**src/rtl/panda_branch_predictor.sv**
```systemverilog
// Direct-mapped branch target buffer with 2-bit saturating direction counters.
// Lookup is combinational; resolved branches train the table and the hit/miss statistics.
module panda_branch_predictor #(
  parameter int Width   = 32,
  parameter int Entries = 16
) (
  input  logic             clk_i,
  input  logic             rst_i,
  input  logic [Width-1:0] lookup_pc_i,
  output logic             pred_taken_o,
  output logic [Width-1:0] pred_target_o,
  input  logic             update_valid_i,
  input  logic [Width-1:0] update_pc_i,
  input  logic             update_jump_i,
  input  logic             update_taken_i,
  input  logic [Width-1:0] update_target_i,
  input  logic             update_pred_taken_i,
  input  logic [Width-1:0] update_pred_target_i,
  output logic             mispredict_o,
  output logic [31:0]      hit_count_o,
  output logic [31:0]      miss_count_o
);

  localparam int IdxBits = $clog2(Entries);
  localparam int TagBits = Width - IdxBits - 2;

  // Only valid bits are reset; payload storage is qualified by valid
  logic [Entries-1:0] valid_reg;
  logic [TagBits-1:0] tag_reg    [Entries];
  logic [Width-2:0]   target_reg [Entries];
  logic [1:0]         cnt_reg    [Entries];
  logic               jump_reg   [Entries];

  logic [31:0] hit_count_reg;
  logic [31:0] miss_count_reg;

  logic [IdxBits-1:0] lookup_idx;
  logic [TagBits-1:0] lookup_tag;
  logic               lookup_hit;
  logic [Width-1:0]   seq_pc;

  logic [IdxBits-1:0] upd_idx;
  logic [TagBits-1:0] upd_tag;
  logic               upd_hit;
  logic [1:0]         upd_cnt;
  logic [1:0]         cnt_next;
  logic               target_diff;
  logic               mispredict;
  logic               table_we;

  logic unused_bits;
  assign unused_bits = ^{lookup_pc_i[1:0], update_pc_i[1:0],
                         update_target_i[0], update_pred_target_i[0]};

  // Lookup path
  assign lookup_idx = lookup_pc_i[IdxBits+1:2];
  assign lookup_tag = lookup_pc_i[Width-1:IdxBits+2];
  assign lookup_hit = valid_reg[lookup_idx] && (tag_reg[lookup_idx] == lookup_tag);
  assign seq_pc     = lookup_pc_i + Width'(4);

  assign pred_taken_o  = lookup_hit && (jump_reg[lookup_idx] || cnt_reg[lookup_idx][1]);
  assign pred_target_o = lookup_hit ? {target_reg[lookup_idx], 1'b0}
                                    : {seq_pc[Width-1:1], 1'b0};

  // Resolution path
  assign upd_idx = update_pc_i[IdxBits+1:2];
  assign upd_tag = update_pc_i[Width-1:IdxBits+2];
  assign upd_hit = valid_reg[upd_idx] && (tag_reg[upd_idx] == upd_tag);
  assign upd_cnt = cnt_reg[upd_idx];

  assign target_diff = update_target_i[Width-1:1] != update_pred_target_i[Width-1:1];
  assign mispredict  = update_valid_i &&
                       ((update_taken_i != update_pred_taken_i) ||
                        (update_taken_i && target_diff));
  assign mispredict_o = mispredict;

  always_comb begin
    cnt_next = upd_cnt;
    if (update_taken_i) begin
      if (upd_cnt != 2'b11) cnt_next = upd_cnt + 2'd1;
    end else begin
      if (upd_cnt != 2'b00) cnt_next = upd_cnt - 2'd1;
    end
  end

  // A not-taken miss leaves the table untouched
  assign table_we = !rst_i && update_valid_i && (upd_hit || update_taken_i);

  always_ff @(posedge clk_i) begin
    if (rst_i) begin
      valid_reg      <= '0;
      hit_count_reg  <= '0;
      miss_count_reg <= '0;
    end else if (update_valid_i) begin
      if (mispredict) miss_count_reg <= miss_count_reg + 32'd1;
      else            hit_count_reg  <= hit_count_reg + 32'd1;
      if (!upd_hit && update_taken_i) valid_reg[upd_idx] <= 1'b1;
    end
  end

  always_ff @(posedge clk_i) begin
    if (table_we) begin
      if (upd_hit) begin
        cnt_reg[upd_idx] <= cnt_next;
        if (update_taken_i) begin
          target_reg[upd_idx] <= update_target_i[Width-1:1];
          jump_reg[upd_idx]   <= update_jump_i;
        end
      end else begin
        tag_reg[upd_idx]    <= upd_tag;
        target_reg[upd_idx] <= update_target_i[Width-1:1];
        cnt_reg[upd_idx]    <= update_jump_i ? 2'b11 : 2'b10;
        jump_reg[upd_idx]   <= update_jump_i;
      end
    end
  end

  assign hit_count_o  = hit_count_reg;
  assign miss_count_o = miss_count_reg;

endmodule
```
**config.mk**
```make
export PLATFORM = sky130hd
export DESIGN_NAME = panda_branch_predictor
export DESIGN_NICKNAME = d
export VERILOG_FILES = /design/src/rtl/panda_branch_predictor.sv
export SDC_FILE = /design/constraint.sdc
export NUM_CORES = 1
export LEC_CHECK = 0
export BUFFER_PORTS_ARGS = -buffer_cell sky130_fd_sc_hd__buf_2
export CAP_MARGIN = 20
export CORE_ASPECT_RATIO = 0.9
export CORE_MARGIN = 2
export CORE_UTILIZATION = 50
export DETAILED_ROUTE_END_ITERATION = 8
export PLACE_DENSITY = 0.7
export SLEW_MARGIN = 40
export SYNTH_ARGS = -nofsm -noshare
export SYNTH_HDL_FRONTEND = slang
export SYNTH_SLANG_ARGS = --single-unit
```
**constraint.sdc**
```tcl
create_clock -name clk_i -period 5.8 [get_ports clk_i]
set_input_delay 0.87 -clock clk_i [delete_from_list [all_inputs] [get_ports clk_i]]
set_output_delay 0.87 -clock clk_i [all_outputs]
set_load 0.05 [all_outputs]
```
; After elaboration in Yosys (flattened, before gate mapping)
; Memory sizes are Yosys's and may differ from the RTL's.
; Index checks and enable logic that the tools add are counted.
[totals]
ram_bits = 960
memories = 4
reg_bits = 80
[memory_table]
columns = memory, depth, width, rd, rd_ports_with_merged_regs, write_ports, line_no
row1 = target_reg, 16, 31, 1, 0, 1, 30  ; logic [Width-2:0] target_reg [Entries];
row2 = tag_reg, 16, 26, 2, 0, 1, 29  ; logic [TagBits-1:0] tag_reg [Entries];
row3 = cnt_reg, 16, 2, 2, 0, 1, 31  ; logic [1:0] cnt_reg [Entries];
row4 = jump_reg, 16, 1, 1, 0, 1, 32  ; logic jump_reg [Entries];
[classes]
n_mux = 24
order_cmp = 3
addsub = 5
n_eq_ne = 5
reduce_logical = 18
bitwise = 5
[ops]
columns = cell, count
row1 = 32-bit by 1-bit adder with 32-bit output (second input constant), 2
row2 = 26-bit == test, 2
row3 = 32-bit by 3-bit adder with 32-bit output (second input constant), 1
row4 = 32-bit 2-to-1 mux, 1
row5 = 31-bit 2-to-1 mux, 1
row6 = 31-bit != test, 1
row7 = 16-bit bitwise OR, 1
row8 = 1-bit 2-to-1 mux, 15
row9 = 4-bit by 5-bit < comparator with 1-bit output (second input constant), 2
row10 = 1-bit logical AND, 9
row11 = 1-bit binary-select mux with 4-bit select, 2
row12 = 2-bit 2-to-1 mux, 4
row13 = 2-bit AND reduction, 3
row14 = 1-bit demux with 4-bit select, 1
row15 = 4-bit by 1-bit >= comparator with 1-bit output (second input constant), 1
row16 = 1-bit logical OR, 3
row17 = 1-bit bitwise OR, 3
row18 = 2-bit by 1-bit adder with 2-bit output (second input constant), 1
row19 = 1-bit zero test, 2
row20 = 2-bit != test (second input constant), 1
row21 = 2-bit nonzero test, 1
row22 = 2-bit by 1-bit subtractor with 2-bit output (second input constant), 1
row23 = 1-bit != test, 1
row24 = 1-bit inverter, 1

; Depth between registers and ports, before layout
[depth]
word_depth = 8
mapped_depth = 16
ltp_nobuf = 9

; Worst setup path before layout
; OpenSTA, ideal clock, no wires.
[synth_timing]
path_type = input to output
from = input lookup_pc_i[2]
to = output pred_taken_o
setup_slack_ns = -0.041
path_stages = 11
path_buffers = 4
arrival_ns = 4.971
cell_sequence = buf_6 -> buf_2 -> buf_8 -> buf_4 -> mux4_2 -> mux4_2 -> xnor2_1 -> nand4_1 -> nor4b_1 -> nand4_1 -> nor4b_1
[synth_between]
elab_chain_cells = 4
word_cells_on_any_way = 9
cone_classes = eq/ne (1) / mux (2) / reduce/logical (3) / memory (3)
[synth_lines]
columns = item, line_no
row1 = start: declaration, 9  ; input logic [Width-1:0] lookup_pc_i,
row2 = memory read 16 x 26 bit or 1-bit binary-select mux with 4-bit select (tied branches), -
row3 = 26-bit == test or 1-bit 2-to-1 mux (tied branches), 58  ; assign lookup_hit = valid_reg[lookup_idx] && (tag_reg[lookup_idx] == lookup_tag);
row4 = 1-bit logical AND, 58
row5 = 1-bit logical AND *, 61  ; assign pred_taken_o = lookup_hit && (jump_reg[lookup_idx] || cnt_reg[lookup_idx][1]);
row6 = end: declaration, 10  ; output logic pred_taken_o,
; Every way passes the cells marked *; elsewhere a longest branch is shown, timed or not. The select of a mux whose other input is x is not followed.

; Worst setup path after layout
[layout_timing]
from = input lookup_pc_i[2]
to = output pred_target_o[21]
[layout_between]
elab_chain_cells = 4
word_cells_on_any_way = 8
cone_classes = add/sub (1) / eq/ne (1) / mux (3) / reduce/logical (1) / memory (2)
[layout_lines]
columns = item, line_no
row1 = memory read 16 x 26 bit or 1-bit binary-select mux with 4-bit select (tied branches), -
row2 = 26-bit == test or 1-bit 2-to-1 mux (tied branches), 58
row3 = 1-bit logical AND, 58
row4 = 32-bit 2-to-1 mux *, 62  ; assign pred_target_o = lookup_hit ? {target_reg[lookup_idx], 1'b0}
row5 = end: declaration, 11  ; output logic [Width-1:0] pred_target_o,
; Marked as above.

==> results.md <==
- In the final design database the tool counted 3034 nets.
- The site row count is 105.
- The number of routed nets with antenna violations is 0.
- The effective utilization at floorplan is 50.40%.
- In this run the clock root is driven by a sky130_fd_sc_hd__clkbuf_16.
- The number of synthesized flops with an enable pin is 960.
- Setup repair after global routing left no endpoint under its margin.
- The initial antenna violation count came to 15.
- Summed over all failing endpoints, the final setup total negative slack is 0 ns.
- The run finished with clean final reports.
- The clock slew seen by the registers of the worst setup and hold paths is 0.06 ns.
- The highest cell delay on the worst timing path is 0.56 ns.
- In the routed layout, each cell is associated on average with a via count of 6.366.
- The post-synthesis sequential area ratio is 66.32%.
- The number of gates resized after CTS was 0.
- The first element of the critical path is lookup_pc_i[2].
- The total power of the final layout is 15.97 mW.
- The estimated wirelength of the detail-placed design is 84360 µm.
- Clock latency on the worst-skew pair, taken at its later pin, is 0.67 ns.
- STA puts the critical path data arrival time at 4.79 ns.
- After global routing the overflow that remains totals 0.
- In this run the vertical extent of the chip is 291.4 µm.
- Buffers placed on the I/O ports in this run total 225.
- The total buffers and inverters traversed by the critical path is 4.
- The final-layout worst hold slack is 0.4757 ns.
- The worst register-to-register path begins at tag_reg[8][18]$_DFFE_PP_.
- After floorplanning, the core was sized to cover 91040 µm².
- The endpoint identified for the worst register-to-register timing path is cnt_reg[7][0]$_DFFE_PP_.
- The final core utilization is 58.20%.
- Derived from the worst setup path, the maximum achievable clock frequency is 0.1768 GHz.
- The ratio of cells with drive above 1 in the final layout is 30.22%.
- Yosys mapped the design onto 70 distinct sky130hd cell types.
- The share of the cycle needed by the critical path after routing is 97.52%.
- The number of CTS-inserted buffers is 103.
- The synthesis warning total is 0.
- After clock tree synthesis, the setup repair step added 0 buffers.
- The peak fanout along the critical path is 32.
- The width of the chip is 323.3 µm.
- Measured against its own limit, the worst slew margin works out to 42.04%.
- The largest buffer count on any clock path is 3.
- Power spread over the standard cell area amounts to 301.5 nW/µm².
- The max-slew violation count was 0.
- The summed instance area of the synthesized netlist is 45890 µm².
- The minimum setup slack among reg-to-reg paths is 2.01 ns.
- The total detailed-routing wirelength is 126900 µm.
- After detailed routing, the number of remaining DRC violations is 0.
- The clock drives 1040 sinks.
- The slowest stage cell on the critical path is sky130_fd_sc_hd__mux4_2.
- The worst hold path class is flop to flop.
- The final-report hold violation count is 0.
- The number of global-route vias before repair came to 27014.
- Counting I/O delays and the setup requirement, the final critical path takes 5.656 ns.
- The critical path endpoint category is an output pin.
- STA puts the critical path data required time at 4.93 ns.
- 232 I/O pins were placed.
- The first detailed-routing pass took 6 iterations.
- The final weighted congestion in routability-driven placement is 0.9659.
- The die outline area is 94210 µm².
- The area overhead of the layout relative to synthesis is 15.49%.
- The routed layout has 26818 vias.
- The share of flip-flops with an asynchronous set or reset is 0%.
- The number of cells on the worst reg-to-reg path is 11.
- A synthesized cell averages 17.76 µm².
- STA classifies the critical path startpoint as an input port.
- The critical path goes through buf_12, mux4_2, mux2i_1, o22a_1, o21ai_0, a211o_1, or4b_4, nor4_4, buf_4, buf_12, mux2_1, buf_2.
- The dominant delay contributor by cell family on the critical path is multiplexers.
- The primary flip-flop cell chosen by synthesis mapping is sky130_fd_sc_hd__edfxtp_1.
- The critical path ends at pred_target_o[21].
- The post-synthesis sequential element count is 1040.
- With fillers left out, the area of the finished cells amounts to 52990 µm².
- At the pin with the least slew margin, the transition time is 0.8674 ns.
- After clock tree synthesis, the flow added hold-fix buffers numbering 0.
- The most common cell type on the critical path is sky130_fd_sc_hd__buf_12.
- In this run the number of H-tree levels came out at 3.
- The first global-routing pass estimated 183200 µm of wire.
- Summing all placed instances gives a cell area of 49740 µm².
- The category of the critical setup timing path is input port to output pin.
- The number of setup violations in the final report is 0.
- The largest net degree at the start of global routing is 91.
- Dividing the detail-routed wire length by the instance count gives 30.12 µm.
- The synthesized instance count is 2583.
- The synthesized netlist net count is 2720.
- The maximum VDD drop is 226.4 µV.
- The first routing iteration left 3390 violations.
- The CTS tree is built.
- The number of flip-flops in the largest register is 496.
- Across the run, the number of max-cap violations was 0.
- The worst-case clock skew is 0.01768 ns.
- The leakage power figure is 17.55 nW.
- The total routing usage reported by global routing is 26.92%.
- In this run the number of cells on the critical path is 12.
==> Yosys cell counts (11+ instances only) <==
library cell                 n  area share [%]
sky130_fd_sc_hd__a21oi_1    32            0.35
sky130_fd_sc_hd__a22o_1     11            0.21
sky130_fd_sc_hd__a22oi_1    30            0.49
sky130_fd_sc_hd__and3_1     23            0.31
sky130_fd_sc_hd__buf_1      22            0.18
sky130_fd_sc_hd__buf_2      51            0.56
sky130_fd_sc_hd__clkbuf_1   58            0.47
sky130_fd_sc_hd__dfxtp_1    80             3.5
sky130_fd_sc_hd__edfxtp_1  960              63
sky130_fd_sc_hd__inv_1      41            0.34
sky130_fd_sc_hd__mux2_1     30            0.74
sky130_fd_sc_hd__mux2_2     28            0.69
sky130_fd_sc_hd__mux2i_1   135             2.9
sky130_fd_sc_hd__mux4_2    333              16
sky130_fd_sc_hd__nand2_1    99            0.81
sky130_fd_sc_hd__nand3_1    51            0.56
sky130_fd_sc_hd__nand4_1    17            0.23
sky130_fd_sc_hd__nor2_1    144             1.2
sky130_fd_sc_hd__nor2b_1    30            0.41
sky130_fd_sc_hd__nor3_1     30            0.33
sky130_fd_sc_hd__nor4_1     13            0.18
sky130_fd_sc_hd__o21ai_0    35            0.38
sky130_fd_sc_hd__o22ai_1    33            0.45
sky130_fd_sc_hd__or3_1      12            0.16
sky130_fd_sc_hd__xnor2_1    66             1.3
sky130_fd_sc_hd__xor2_1     89             1.7
==> metrics by stage <==
step | cells | setup WS (ns)
global route | 4208 | 0.02677
finish | 4213 | 0.1439
detailed placement | 4022 | 0.05026
floorplan | 2583 | 0.1259
CTS | 4205 | 0.03863
global placement | 4018 | 0.08591
==> power breakdown <==
group | total [mW] | switching, mW | internal, mW | leakage, nW
registers | 8.26 | 0.0187 | 8.24 | 9.28
clock network | 6.45 | 2.76 | 3.69 | 1.57
logic | 1.27 | 0.784 | 0.481 | 6.70
total | 16.0 | 3.56 | 12.4 | 17.6
==> placed cells by master (no fill, tap or decap), drive strengths merged, types with 14 or more instances in the layout <==
| master | count |
|---|---|
| dfxtp | 80 |
| xnor2 | 66 |
| a21oi | 32 |
| clkinv | 35 |
| buf | 357 |
| mux2i | 135 |
| edfxtp | 960 |
| a22oi | 30 |
| o22ai | 33 |
| mux2 | 58 |
| and3 | 23 |
| xor2 | 89 |
| mux4 | 333 |
| nor2 | 144 |
| nor4 | 14 |
| nand3 | 51 |
| clkbuf | 134 |
| nand4 | 17 |
| inv | 45 |
| o21ai | 35 |
| nand2 | 99 |
| nor3 | 30 |
| nor2b | 30 |
==> how the worst min path moves through the flow <==
stage,slack (ns),startpoint,cells after the start,endpoint
after CTS,0.48,valid_reg[15]$_SDFFE_PP0P_,2,valid_reg[15]$_SDFFE_PP0P_
after global routing,0.50,valid_reg[15]$_SDFFE_PP0P_,2,valid_reg[15]$_SDFFE_PP0P_
after floorplan,0.44,valid_reg[15]$_SDFFE_PP0P_,2,valid_reg[15]$_SDFFE_PP0P_
after detailed placement,0.47,valid_reg[15]$_SDFFE_PP0P_,2,valid_reg[15]$_SDFFE_PP0P_
final,0.48,valid_reg[15]$_SDFFE_PP0P_,2,valid_reg[15]$_SDFFE_PP0P_
after global placement,0.45,valid_reg[15]$_SDFFE_PP0P_,2,valid_reg[15]$_SDFFE_PP0P_
==> per-layer routing <==
layer / track usage (%) / vias to the layer above / share of wire [%] / wire length (µm)
met3: 7.848 / 242 / 11 / 14190
met2: 40.56 / 1515 / 46 / 58440
li1: - / 11135 / - / -
met5: 0 / - / 0.14 / 178
met1: 37.78 / 13910 / 39 / 50020
met4: 9.064 / 16 / 3.2 / 4067
==> cell type report <==
type | instances | area, µm²
Fill cell | 6697 | 38050
Sequential cell | 1040 | 30430
Multi-Input combinational cell | 1354 | 14840
Timing Repair Buffer | 357 | 2796
Clock buffer | 134 | 2758
Tap cell | 1230 | 1539
Clock inverter | 49 | 457.9
Inverter | 41 | 153.9
Antenna cell | 8 | 20.02
==> kinds of logic (layout without fill, tap and decap cells) <==
group           count (synthesis)  count (layout)  synth area share, %
flops                        1040            1040                66.32
mux                           526             526                20.71
simple gates                  462             462                4.900
compound gates                207             207                3.125
buf+inv                       189             581                1.898
xor+xnor                      155             155                2.959
fa+ha+maj                       3               3              0.08181
other cells                     1               9             0.008173
==> worst min-delay path, stage by stage, from the launching register on <==
cell and delay [ns]:
sky130_fd_sc_hd__dfxtp_1 0.32, sky130_fd_sc_hd__inv_1 0.05, sky130_fd_sc_hd__o32ai_1 0.06
Note: power is estimated with default switching activity, not from simulation.
